### src/rtl/rst_btn_ctrl_if.sv
// Button front-end signal bundle: raw pad in, debounced events and the
// PLL/system reset request out. The slave side is the controller; the
// master side is whoever drives the pad and consumes the events.
interface rst_btn_ctrl_if;
    logic btn_in;
    logic btn_level;
    logic btn_press;
    logic btn_release;
    logic btn_short;
    logic btn_long;
    logic rst_req;

    modport slave (
        input  btn_in,
        output btn_level,
        output btn_press,
        output btn_release,
        output btn_short,
        output btn_long,
        output rst_req
    );

    modport master (
        output btn_in,
        input  btn_level,
        input  btn_press,
        input  btn_release,
        input  btn_short,
        input  btn_long,
        input  rst_req
    );
endinterface

### src/rtl/rst_btn_ctrl_debounce.sv
// Synchroniser, debounce counter and press/release edge pulses for the raw
// button pad. The accept strobes are combinational and fire in the cycle
// before the registered level/pulses change, so a consumer can update its
// own registers on the same edge the new level appears.
module btn_debounce #(
    parameter int SYNC_STAGES     = 2,
    parameter bit BTN_ACTIVE_LOW  = 1'b1,
    parameter int DEBOUNCE_CYCLES = 60000
) (
    input  logic clk,
    input  logic rst_n,
    input  logic i_btn,
    output logic o_level,
    output logic o_press,
    output logic o_release,
    output logic o_accept_press,
    output logic o_accept_release
);
    localparam int CW = $clog2(DEBOUNCE_CYCLES + 1);
    localparam logic [CW-1:0] CNT_LAST = CW'(DEBOUNCE_CYCLES - 1);
    localparam logic [CW-1:0] CNT_ONE  = CW'(1);
    localparam logic [SYNC_STAGES-1:0] SYNC_IDLE = {SYNC_STAGES{BTN_ACTIVE_LOW}};

    logic [SYNC_STAGES-1:0] r_sync;
    logic [CW-1:0]          r_cnt;
    logic                   r_level;
    logic                   r_press;
    logic                   r_release;
    logic                   w_s;
    logic                   w_accept;

    // Shift the pad through the synchroniser; preset to the released level
    // so leaving reset never looks like a press edge.
    always_ff @(posedge clk or negedge rst_n) begin
        if (!rst_n) begin
            r_sync <= SYNC_IDLE;
        end else begin
            r_sync <= {r_sync[SYNC_STAGES-2:0], i_btn};
        end
    end

    assign w_s      = r_sync[SYNC_STAGES-1] ^ BTN_ACTIVE_LOW;
    assign w_accept = (w_s != r_level) && (r_cnt == CNT_LAST);

    // Count consecutive cycles of disagreement; any agreement restarts the
    // count, and a full window flips the level and emits one edge pulse.
    always_ff @(posedge clk or negedge rst_n) begin
        if (!rst_n) begin
            r_cnt     <= '0;
            r_level   <= 1'b0;
            r_press   <= 1'b0;
            r_release <= 1'b0;
        end else begin
            r_press   <= w_accept & w_s;
            r_release <= w_accept & ~w_s;
            if (w_s == r_level) begin
                r_cnt <= '0;
            end else if (w_accept) begin
                r_level <= w_s;
                r_cnt   <= '0;
            end else begin
                r_cnt <= r_cnt + CNT_ONE;
            end
        end
    end

    assign o_level          = r_level;
    assign o_press          = r_press;
    assign o_release        = r_release;
    assign o_accept_press   = w_accept & w_s;
    assign o_accept_release = w_accept & ~w_s;
endmodule

### src/rtl/rst_btn_ctrl.sv
// User-button controller: classifies debounced presses as short or long and
// generates the PLL/system reset request, both as a power-on pulse and as a
// pulse on every long press so a held button restarts the clocking chain.
module rst_btn_ctrl #(
    parameter int SYNC_STAGES       = 2,
    parameter bit BTN_ACTIVE_LOW    = 1'b1,
    parameter int DEBOUNCE_CYCLES   = 60000,
    parameter int LONG_PRESS_CYCLES = 12000000,
    parameter int RST_PULSE_CYCLES  = 16,
    parameter bit LONG_RESET_EN     = 1'b1
) (
    input  logic           clk,
    input  logic           rst_n,
    rst_btn_ctrl_if.slave  btn_bus
);
    localparam int HW = $clog2(LONG_PRESS_CYCLES + 1);
    localparam int PW = $clog2(RST_PULSE_CYCLES + 1);
    localparam logic [HW-1:0] HOLD_LAST  = HW'(LONG_PRESS_CYCLES - 1);
    localparam logic [HW-1:0] HOLD_ONE   = HW'(1);
    localparam logic [PW-1:0] PULSE_LOAD = PW'(RST_PULSE_CYCLES);
    localparam logic [PW-1:0] PULSE_ONE  = PW'(1);

    typedef enum logic [1:0] {
        IDLE = 2'd0,
        HELD = 2'd1,
        LONG = 2'd2
    } state_t;

    state_t        r_state;
    logic [HW-1:0] r_hold_cnt;
    logic          r_short;
    logic          r_long;
    logic [PW-1:0] r_pulse_cnt;
    logic          r_rst_req;

    logic w_level;
    logic w_press;
    logic w_release;
    logic w_accept_press;
    logic w_accept_release;
    logic w_long_hit;
    logic w_long_trig;

    btn_debounce #(
        .SYNC_STAGES     (SYNC_STAGES),
        .BTN_ACTIVE_LOW  (BTN_ACTIVE_LOW),
        .DEBOUNCE_CYCLES (DEBOUNCE_CYCLES)
    ) u_debounce (
        .clk              (clk),
        .rst_n            (rst_n),
        .i_btn            (btn_bus.btn_in),
        .o_level          (w_level),
        .o_press          (w_press),
        .o_release        (w_release),
        .o_accept_press   (w_accept_press),
        .o_accept_release (w_accept_release)
    );

    // A release arriving on the threshold edge wins, so it suppresses the
    // long event and its reset pulse.
    assign w_long_hit  = (r_state == HELD) && (r_hold_cnt == HOLD_LAST) && !w_accept_release;
    assign w_long_trig = w_long_hit & LONG_RESET_EN;

    // Press-classification FSM with the hold counter and registered
    // short/long pulses, updated on the same edge the debounced level moves.
    always_ff @(posedge clk or negedge rst_n) begin
        if (!rst_n) begin
            r_state    <= IDLE;
            r_hold_cnt <= '0;
            r_short    <= 1'b0;
            r_long     <= 1'b0;
        end else begin
            r_short <= 1'b0;
            r_long  <= 1'b0;
            case (r_state)
                IDLE: begin
                    if (w_accept_press) begin
                        r_state    <= HELD;
                        r_hold_cnt <= '0;
                    end
                end
                HELD: begin
                    if (w_accept_release) begin
                        r_short <= 1'b1;
                        r_state <= IDLE;
                    end else if (w_long_hit) begin
                        r_long  <= 1'b1;
                        r_state <= LONG;
                    end else begin
                        r_hold_cnt <= r_hold_cnt + HOLD_ONE;
                    end
                end
                LONG: begin
                    if (w_accept_release) begin
                        r_state <= IDLE;
                    end
                end
                default: begin
                    r_state <= IDLE;
                end
            endcase
        end
    end

    // Reset-request pulse: loaded at power-on and on each long press; a new
    // trigger reloads the counter so overlapping pulses merge with no gap.
    always_ff @(posedge clk or negedge rst_n) begin
        if (!rst_n) begin
            r_pulse_cnt <= PULSE_LOAD;
            r_rst_req   <= 1'b1;
        end else if (w_long_trig) begin
            r_pulse_cnt <= PULSE_LOAD;
            r_rst_req   <= 1'b1;
        end else if (r_pulse_cnt != '0) begin
            r_pulse_cnt <= r_pulse_cnt - PULSE_ONE;
            r_rst_req   <= (r_pulse_cnt != PULSE_ONE);
        end else begin
            r_rst_req <= 1'b0;
        end
    end

    assign btn_bus.btn_level   = w_level;
    assign btn_bus.btn_press   = w_press;
    assign btn_bus.btn_release = w_release;
    assign btn_bus.btn_short   = r_short;
    assign btn_bus.btn_long    = r_long;
    assign btn_bus.rst_req     = r_rst_req;
endmodule

### src/flat_wrapper.sv
// flat-port wrapper written by rule: the top's interface ports become plain ports
module rst_btn_ctrl_flat 
#(
    parameter int SYNC_STAGES       = 2,
    parameter bit BTN_ACTIVE_LOW    = 1'b1,
    parameter int DEBOUNCE_CYCLES   = 60000,
    parameter int LONG_PRESS_CYCLES = 12000000,
    parameter int RST_PULSE_CYCLES  = 16,
    parameter bit LONG_RESET_EN     = 1'b1
)
  (clk, rst_n, btn_bus_btn_in, btn_bus_btn_level, btn_bus_btn_press, btn_bus_btn_release, btn_bus_btn_short, btn_bus_btn_long, btn_bus_rst_req);
  rst_btn_ctrl_if btn_bus_i ();
  input  logic clk;
  input  logic rst_n;
  input wire logic [$bits(btn_bus_i.btn_in)-1:0] btn_bus_btn_in;
  output wire logic [$bits(btn_bus_i.btn_level)-1:0] btn_bus_btn_level;
  output wire logic [$bits(btn_bus_i.btn_press)-1:0] btn_bus_btn_press;
  output wire logic [$bits(btn_bus_i.btn_release)-1:0] btn_bus_btn_release;
  output wire logic [$bits(btn_bus_i.btn_short)-1:0] btn_bus_btn_short;
  output wire logic [$bits(btn_bus_i.btn_long)-1:0] btn_bus_btn_long;
  output wire logic [$bits(btn_bus_i.rst_req)-1:0] btn_bus_rst_req;
  assign btn_bus_i.btn_in = btn_bus_btn_in;
  assign btn_bus_btn_level = btn_bus_i.btn_level;
  assign btn_bus_btn_press = btn_bus_i.btn_press;
  assign btn_bus_btn_release = btn_bus_i.btn_release;
  assign btn_bus_btn_short = btn_bus_i.btn_short;
  assign btn_bus_btn_long = btn_bus_i.btn_long;
  assign btn_bus_rst_req = btn_bus_i.rst_req;
  rst_btn_ctrl #(.SYNC_STAGES(SYNC_STAGES), .BTN_ACTIVE_LOW(BTN_ACTIVE_LOW), .DEBOUNCE_CYCLES(DEBOUNCE_CYCLES), .LONG_PRESS_CYCLES(LONG_PRESS_CYCLES), .RST_PULSE_CYCLES(RST_PULSE_CYCLES), .LONG_RESET_EN(LONG_RESET_EN)) u_core (.clk(clk), .rst_n(rst_n), .btn_bus(btn_bus_i));
endmodule
### config.mk
export PLATFORM = sky130hd
export DESIGN_NAME = rst_btn_ctrl_flat
export DESIGN_NICKNAME = d
export VERILOG_FILES = /design/src/rtl/rst_btn_ctrl_if.sv /design/src/rtl/rst_btn_ctrl_debounce.sv /design/src/rtl/rst_btn_ctrl.sv /design/src/flat_wrapper.sv
export SDC_FILE = /design/constraint.sdc
export NUM_CORES = 1
export LEC_CHECK = 0
export ABC_AREA = 1
export CAP_MARGIN = 20
export CELL_PAD_IN_SITES_DETAIL_PLACEMENT = 2
export CELL_PAD_IN_SITES_GLOBAL_PLACEMENT = 2
export CORE_MARGIN = 2
export CORE_UTILIZATION = 40
export CTS_BUF_LIST = sky130_fd_sc_hd__clkbuf_4 sky130_fd_sc_hd__clkbuf_8
export CTS_CLUSTER_DIAMETER = 80
export CTS_CLUSTER_SIZE = 25
export DETAILED_ROUTE_END_ITERATION = 7
export HOLD_SLACK_MARGIN = 0.08
export PLACE_DENSITY = 0.95
export REMOVE_ABC_BUFFERS = 1
export SYNTH_ARGS = -nofsm -noshare
export SYNTH_HDL_FRONTEND = slang
export SYNTH_SLANG_ARGS = --single-unit
### constraint.sdc
create_clock -name clk -period 4.1 [get_ports clk]
set_input_delay 0.41 -clock clk [delete_from_list [all_inputs] [get_ports clk]]
set_output_delay 0.41 -clock clk [all_outputs]
set_load 0.005 [all_outputs]
# --- Word level (Yosys, flattened, before mapping) ---
# Cells that the tools add are included.
word_totals:
  wordCells: 61
  latchBits: 0
  romBits: 0
  regBits: 55
  mem_bits_rw: 0
  mem_count: 0
op_classes:
  div: 0
  reduce_logical: 11
  magnitude_cmp: 0
  addsub: 3
  n_shift: 0
  eq_ne: 12
  n_mul: 0
  n_bitwise: 4
  mux: 20
op_table:
  columns: ["op", "count"]
  rows:
  - ["24-bit two-way mux", 3]
  - ["24-bit case mux with 2 select lines", 1]
  - ["16-bit two-way mux", 2]
  - ["24-bit by 1-bit adder with 24-bit output (second input constant)", 1]
  - ["24-bit == test (second input constant)", 1]
  - ["16-bit by 1-bit adder with 16-bit output (second input constant)", 1]
  - ["16-bit == test (second input constant)", 1]
  - ["5-bit two-way mux", 2]
  - ["2-bit two-way mux", 4]
  - ["1-bit two-way mux", 7]
  - ["2-bit inequality test (second input constant)", 3]
  - ["2-bit case mux with 3 select lines", 1]
  - ["5-bit by 1-bit inequality test with 1-bit output (second input constant)", 1]
  - ["5-bit nonzero test", 1]
  - ["5-bit by 1-bit subtractor with 5-bit output (second input constant)", 1]
  - ["4-bit AND reduction", 1]
  - ["2-bit nonzero test", 2]
  - ["1-bit logical AND", 3]
  - ["3-bit by 1-bit inequality test with 1-bit output (second input constant)", 1]
  - ["3-bit AND reduction", 1]
  - ["1-bit bitwise AND", 2]
  - ["2-bit by 1-bit == test with 1-bit output (second input constant)", 1]
  - ["2-bit == test (second input constant)", 1]
  - ["2-bit zero test", 1]
  - ["6 further kinds", 7]

# --- Longest topological paths before layout ---
depth:
  ltp_word: 9
  depth_mapped: 11
  depth_no_buf: 11

# --- By module ---
# From an unflattened synthesis, not the netlist that was laid out.
hier_totals:
  cells_unflattened: 479
  hier_area_um2: 3339.5
modules_own_cells:
  columns: ["module", "area_per_inst_um2", "seq_area_each_um2", "cells_each", "instances"]
  rows:
  - ["rst_btn_ctrl", 2199.6, 853.3, 322, 1]
  - ["btn_debounce", 1139.8, 528.0, 157, 1]

# --- Worst setup path before layout ---
# OpenSTA, ideal clock, no wires.
synth_timing:
  kind: "reg2reg"
  start: "register u_core.r_hold_cnt[0]"
  end: "register u_core.r_hold_cnt[10]"
  slack_ns: 2.375
  path_stages_with_launch: 12
  period_less_slack_ns: 1.725
  path_buffers: 1
  t_arrival_ns: 1.608
  path_cell_list: "dfrtp_1 > ha_1 > nand2_2 > nor2_8 > nand2_4 > nor2_8 > nand2_4 > nand3_4 > nand2_4 > buf_6 > nand2_1 > nand2_1"
synth_between:
  elab_chain_len: 5
synth_rtl:
  columns: ["element", "line_no", "rtl"]
  rows:
  - ["from (decl)", "rst_btn_ctrl.sv:30", "logic [HW-1:0] r_hold_cnt;"]
  - ["from (signal assigned)", "rst_btn_ctrl.sv:90", "r_hold_cnt <= r_hold_cnt + HOLD_ONE;"]
  - ["parallel branches: the longest is 5 deep, another holds 24-bit by 1-bit adder with 24-bit output", null, null]
# Several ways; the timed one is not identified. The select of a mux whose other input is x is not followed.
# A chain may end at the register's enable or synchronous reset.

# --- Final worst setup path ---
layout_timing:
  start: "register u_core.r_hold_cnt[0]"
  end: "register u_core.r_hold_cnt[4]"
# The elaborated chain is that of the path after synthesis.

==> impl_results.md <==
* Run status: complete, no violations
* DRT antenna net count at 0
* Vias in the first global route at approximately 3700
* Clock power share at 0.366
* Post-DP HPWL at 8340 um
* Core area at about 8600 um2
* Crit path time final at about 2.3 ns
* Prevailing post-synth register cell: dfrtp_1
* Clock sink count at 55
* Setup crit end kind: flop
* DRC viols at 0
* Sequential-to-total area share from yosys stat at 0.393
* Skew final at 0.00933 ns
* Worst slew margin at 0.445
* Met3 Track Usage GR at 0.0281
* Adder-Cell Fraction of Synth Area at 0.0178
* Leak at 0.00165 uW
* Die width at slightly below 100 um
* TritonCTS Buffers at 5
* CP Launch Type: flop
* Max Fclk at between 0.4 and 0.5 GHz
* Number of fill cells at around 1100
* Syn Area/Cell at between 7 and 8 um2
* Combinational share of power at 0.028
* Worst-path maximum fanout at 25
* GRT Overall Usage at 0.250
* Mux cell area share after synthesis at 0.00285
* RePlAce Congestion at 0.861
* Sequential share of power at 0.607
* FP Rows at 34
* Largest family of logic cells by synthesized area: simple AND/OR/NAND/NOR gates
* Drt wl/cell at between 15 and 20 um
* Fraction of layout cells with a size suffix above 1 at 0.0766
* Clk slew on worst S/H paths at 0.12 ns
* Largest net degree at the start of global routing at 56
* Vias at ~3200
* Post-synth ARST share at 1.00
* Net Sw Power at about 230 uW
* Setup TNS at 0 ns
* Number of diodes at 0
* Starting Density at 0.407
* Tightest Hold Check Type: in -> async
* Setup Viol. Count Final at 0
* Root buffer cell: clkbuf_8
* DIE AREA at roughly 9500 um2
* CP required at about 4.3 ns
* GRT met1 Usage at 0.319
* Synth cell types at 32
* Net switching fraction of the power at 0.254
* Max Cap Violations at 0
* Pwr Density at roughly 240 nW/um2
* YS warnings at 0
* Initial DRC Count at 73
* Final hold violations at 0
* First-pass GRT wire length at between 15000 and 20000 um
* Post-Synth Simple-Gate Area at 0.438
* Pint at between 600 and 700 uW
* Final Max Slew Viols at 0
* Die height at between 90 and 100 um
* Post-Syn Instances at between 400 and 500
* Via/cell ratio at 5.35
* Longest Clk Path Bufs at 2
* Most used routing layer: met2
* Grt ovf at 0
* Synth Area in Compound Gates at 0.0217
* Unrepaired setup endpoints after global routing: no
* #FFs+latches synth at between 50 and 60
* Number of synthesized flops with an enable pin at 0
* Fin crit share at 0.571
* Layout Nets at roughly 500
* Worst-skew pair later-pin latency at between 0.3 and 0.4 ns
* Met2 Use GR at 0.451
* Post-CTS Setup Bufs at 0
* Arr. time, crit path at about 2.6 ns
* Final hold slack at approximately 0.22 ns
* IO Pins at 9
* TritonCTS clock tree: done
* Post-Route WL at 11000 um
* Worst-Margin Slew at just over 0.8 ns
* H-tree lvl count at 2
* Worst vdd ir at about 0.14 mV
* Critical path class: reg -> reg
* Layout area overhead at 6.27%
* Post-Syn Area at about 3500 um2
* CTS resizes at 0
* Post-Synth XOR/XNOR Area at 0.0474
* TritonRoute pass-1 iters at 4
* Hold Buf Count CTS at 0
* Antenna violations before repair at 0
* PortBufs at 8
==> cell usage after synthesis (4+ instances only) <==
cell / instances / area (um2)
a31oi_1: 5 / 31.3
buf_2: 4 / 20.0
buf_6: 4 / 45.0
dfrtp_1: 51 / 1280
dfstp_2: 4 / 105
ha_1: 5 / 62.6
inv_1: 50 / 188
nand2_1: 141 / 529
nand2_2: 9 / 56.3
nand3_1: 50 / 250
nand4_1: 13 / 81.3
nor2_1: 89 / 334
nor2_4: 4 / 45.0
nor3_1: 13 / 65.1
o21ai_0: 6 / 30.0
xnor2_1: 5 / 43.8
xor2_1: 14 / 123
==> per-layer routing <==
| metal | part of all wire | vias up | wire [um] |
|---|---|---|---|
| li1 | - | 1554 | - |
| met1 | 0.45 | 1636 | 4980 |
| met2 | 0.52 | 28 | 5680 |
| met3 | 0.016 | 15 | 175 |
| met4 | 0.017 | 0 | 189 |
| met5 | 0 | - | 0 |
==> logic make-up (layout without fill, tap and decap cells) <==
| family | count (synthesis) | count (layout) |
|---|---|---|
| fa+ha+maj | 5 | 5 |
| xor+xnor | 19 | 19 |
| buf+inv | 62 | 67 |
| simple gates | 335 | 335 |
| compound gates | 14 | 14 |
| flops | 55 | 55 |
| mux | 1 | 1 |
==> through the flow <==
stage / area, um2 / util / cells / setup slack [ns] / power, uW
after floorplan: 3420 / - / 479 / 2.29 / 568
after CTS: 3730 / 0.432 / 604 / 1.73 / 912
after detailed placement: 3640 / 0.421 / 596 / 1.75 / 585
final: 3730 / 0.432 / 604 / 1.76 / 906
after global routing: 3730 / 0.432 / 604 / 1.52 / 935
after global placement: 3640 / 0.421 / 596 / 1.87 / 583
==> critical path: stages, from the launching register on <==
cell and delay, ns:
dfrtp_1 0.48, ha_1 0.29, nand2_2 0.16, nor2_8 0.15, nand2_4 0.11, nor2_8 0.15, nand2_4 0.10, nand3_4 0.30
nand2_4 0.28, nand2_1 0.15, nand2_1 0.06
==> layout by cell type (no fill, tap or decap), drive strengths merged <==
cell             n
or2              2
nor4             1
xor2            14
nand2          153
nor3            13
o21ai            6
clkinv           2
clkbuf           5
nand3           52
a31oi            5
dfrtp           51
nand4           14
inv             51
dfstp            4
ha               5
buf              2
nor2            96
xnor2            5
clkdlybuf4s50    7
mux2i            1
a21oi            3
nor3b            3
and2             1
==> registers in the layout, summed over array words and instances (netlist names) <==
register / count
u_core.r_hold_cnt: 24
u_core.u_debounce.r_sync: 2
u_core.btn_bus.btn_long: 1
u_core.r_state: 2
u_core.u_debounce.o_level: 1
u_core.btn_bus.rst_req: 1
u_core.r_pulse_cnt: 5
u_core.u_debounce.o_release: 1
u_core.u_debounce.r_cnt: 16
u_core.btn_bus.btn_short: 1
u_core.u_debounce.o_press: 1
==> layout make-up <==
class                      count  area (um2)  area share
timing repair buffer           9        82.6      0.0221
tap                          108         135      0.0362
inverter                      50         188      0.0503
clock buffer                   5        68.8      0.0184
multi-input combinational    374        1850       0.497
clock inverter                 3        22.5     0.00604
sequential                    55        1380       0.370
==> power groups by stage <==
stage | Clock [uW] | Sequential, uW | Combinational, uW
after floorplan | 0 | 559 | 8.46
after global placement | 0 | 559 | 23.9
after detailed placement | 0 | 560 | 25.1
after CTS | 337 | 550 | 26.0
after global routing | 356 | 550 | 29.1
final | 331 | 550 | 24.9
==> path summary, 6_finish.rpt <==
kind | endpoint | cells past startpoint | from | slack [ns]
setup reg to reg | u_core.r_hold_cnt[4] | 10 | u_core.r_hold_cnt[0] | 1.76
hold / removal | u_core.u_debounce.r_cnt[10] | 2 | rst_n | 0.22
setup / recovery | u_core.r_hold_cnt[4] | 10 | u_core.r_hold_cnt[0] | 1.76
hold reg to reg | u_core.u_debounce.r_sync[1] | 0 | u_core.u_debounce.r_sync[0] | 0.37
max in group asynchronous | u_core.r_hold_cnt[15] | 2 | rst_n | 3.41
min in group clk | u_core.u_debounce.r_sync[1] | 0 | u_core.u_debounce.r_sync[0] | 0.37
Note: power is estimated with default switching activity, not from simulation.
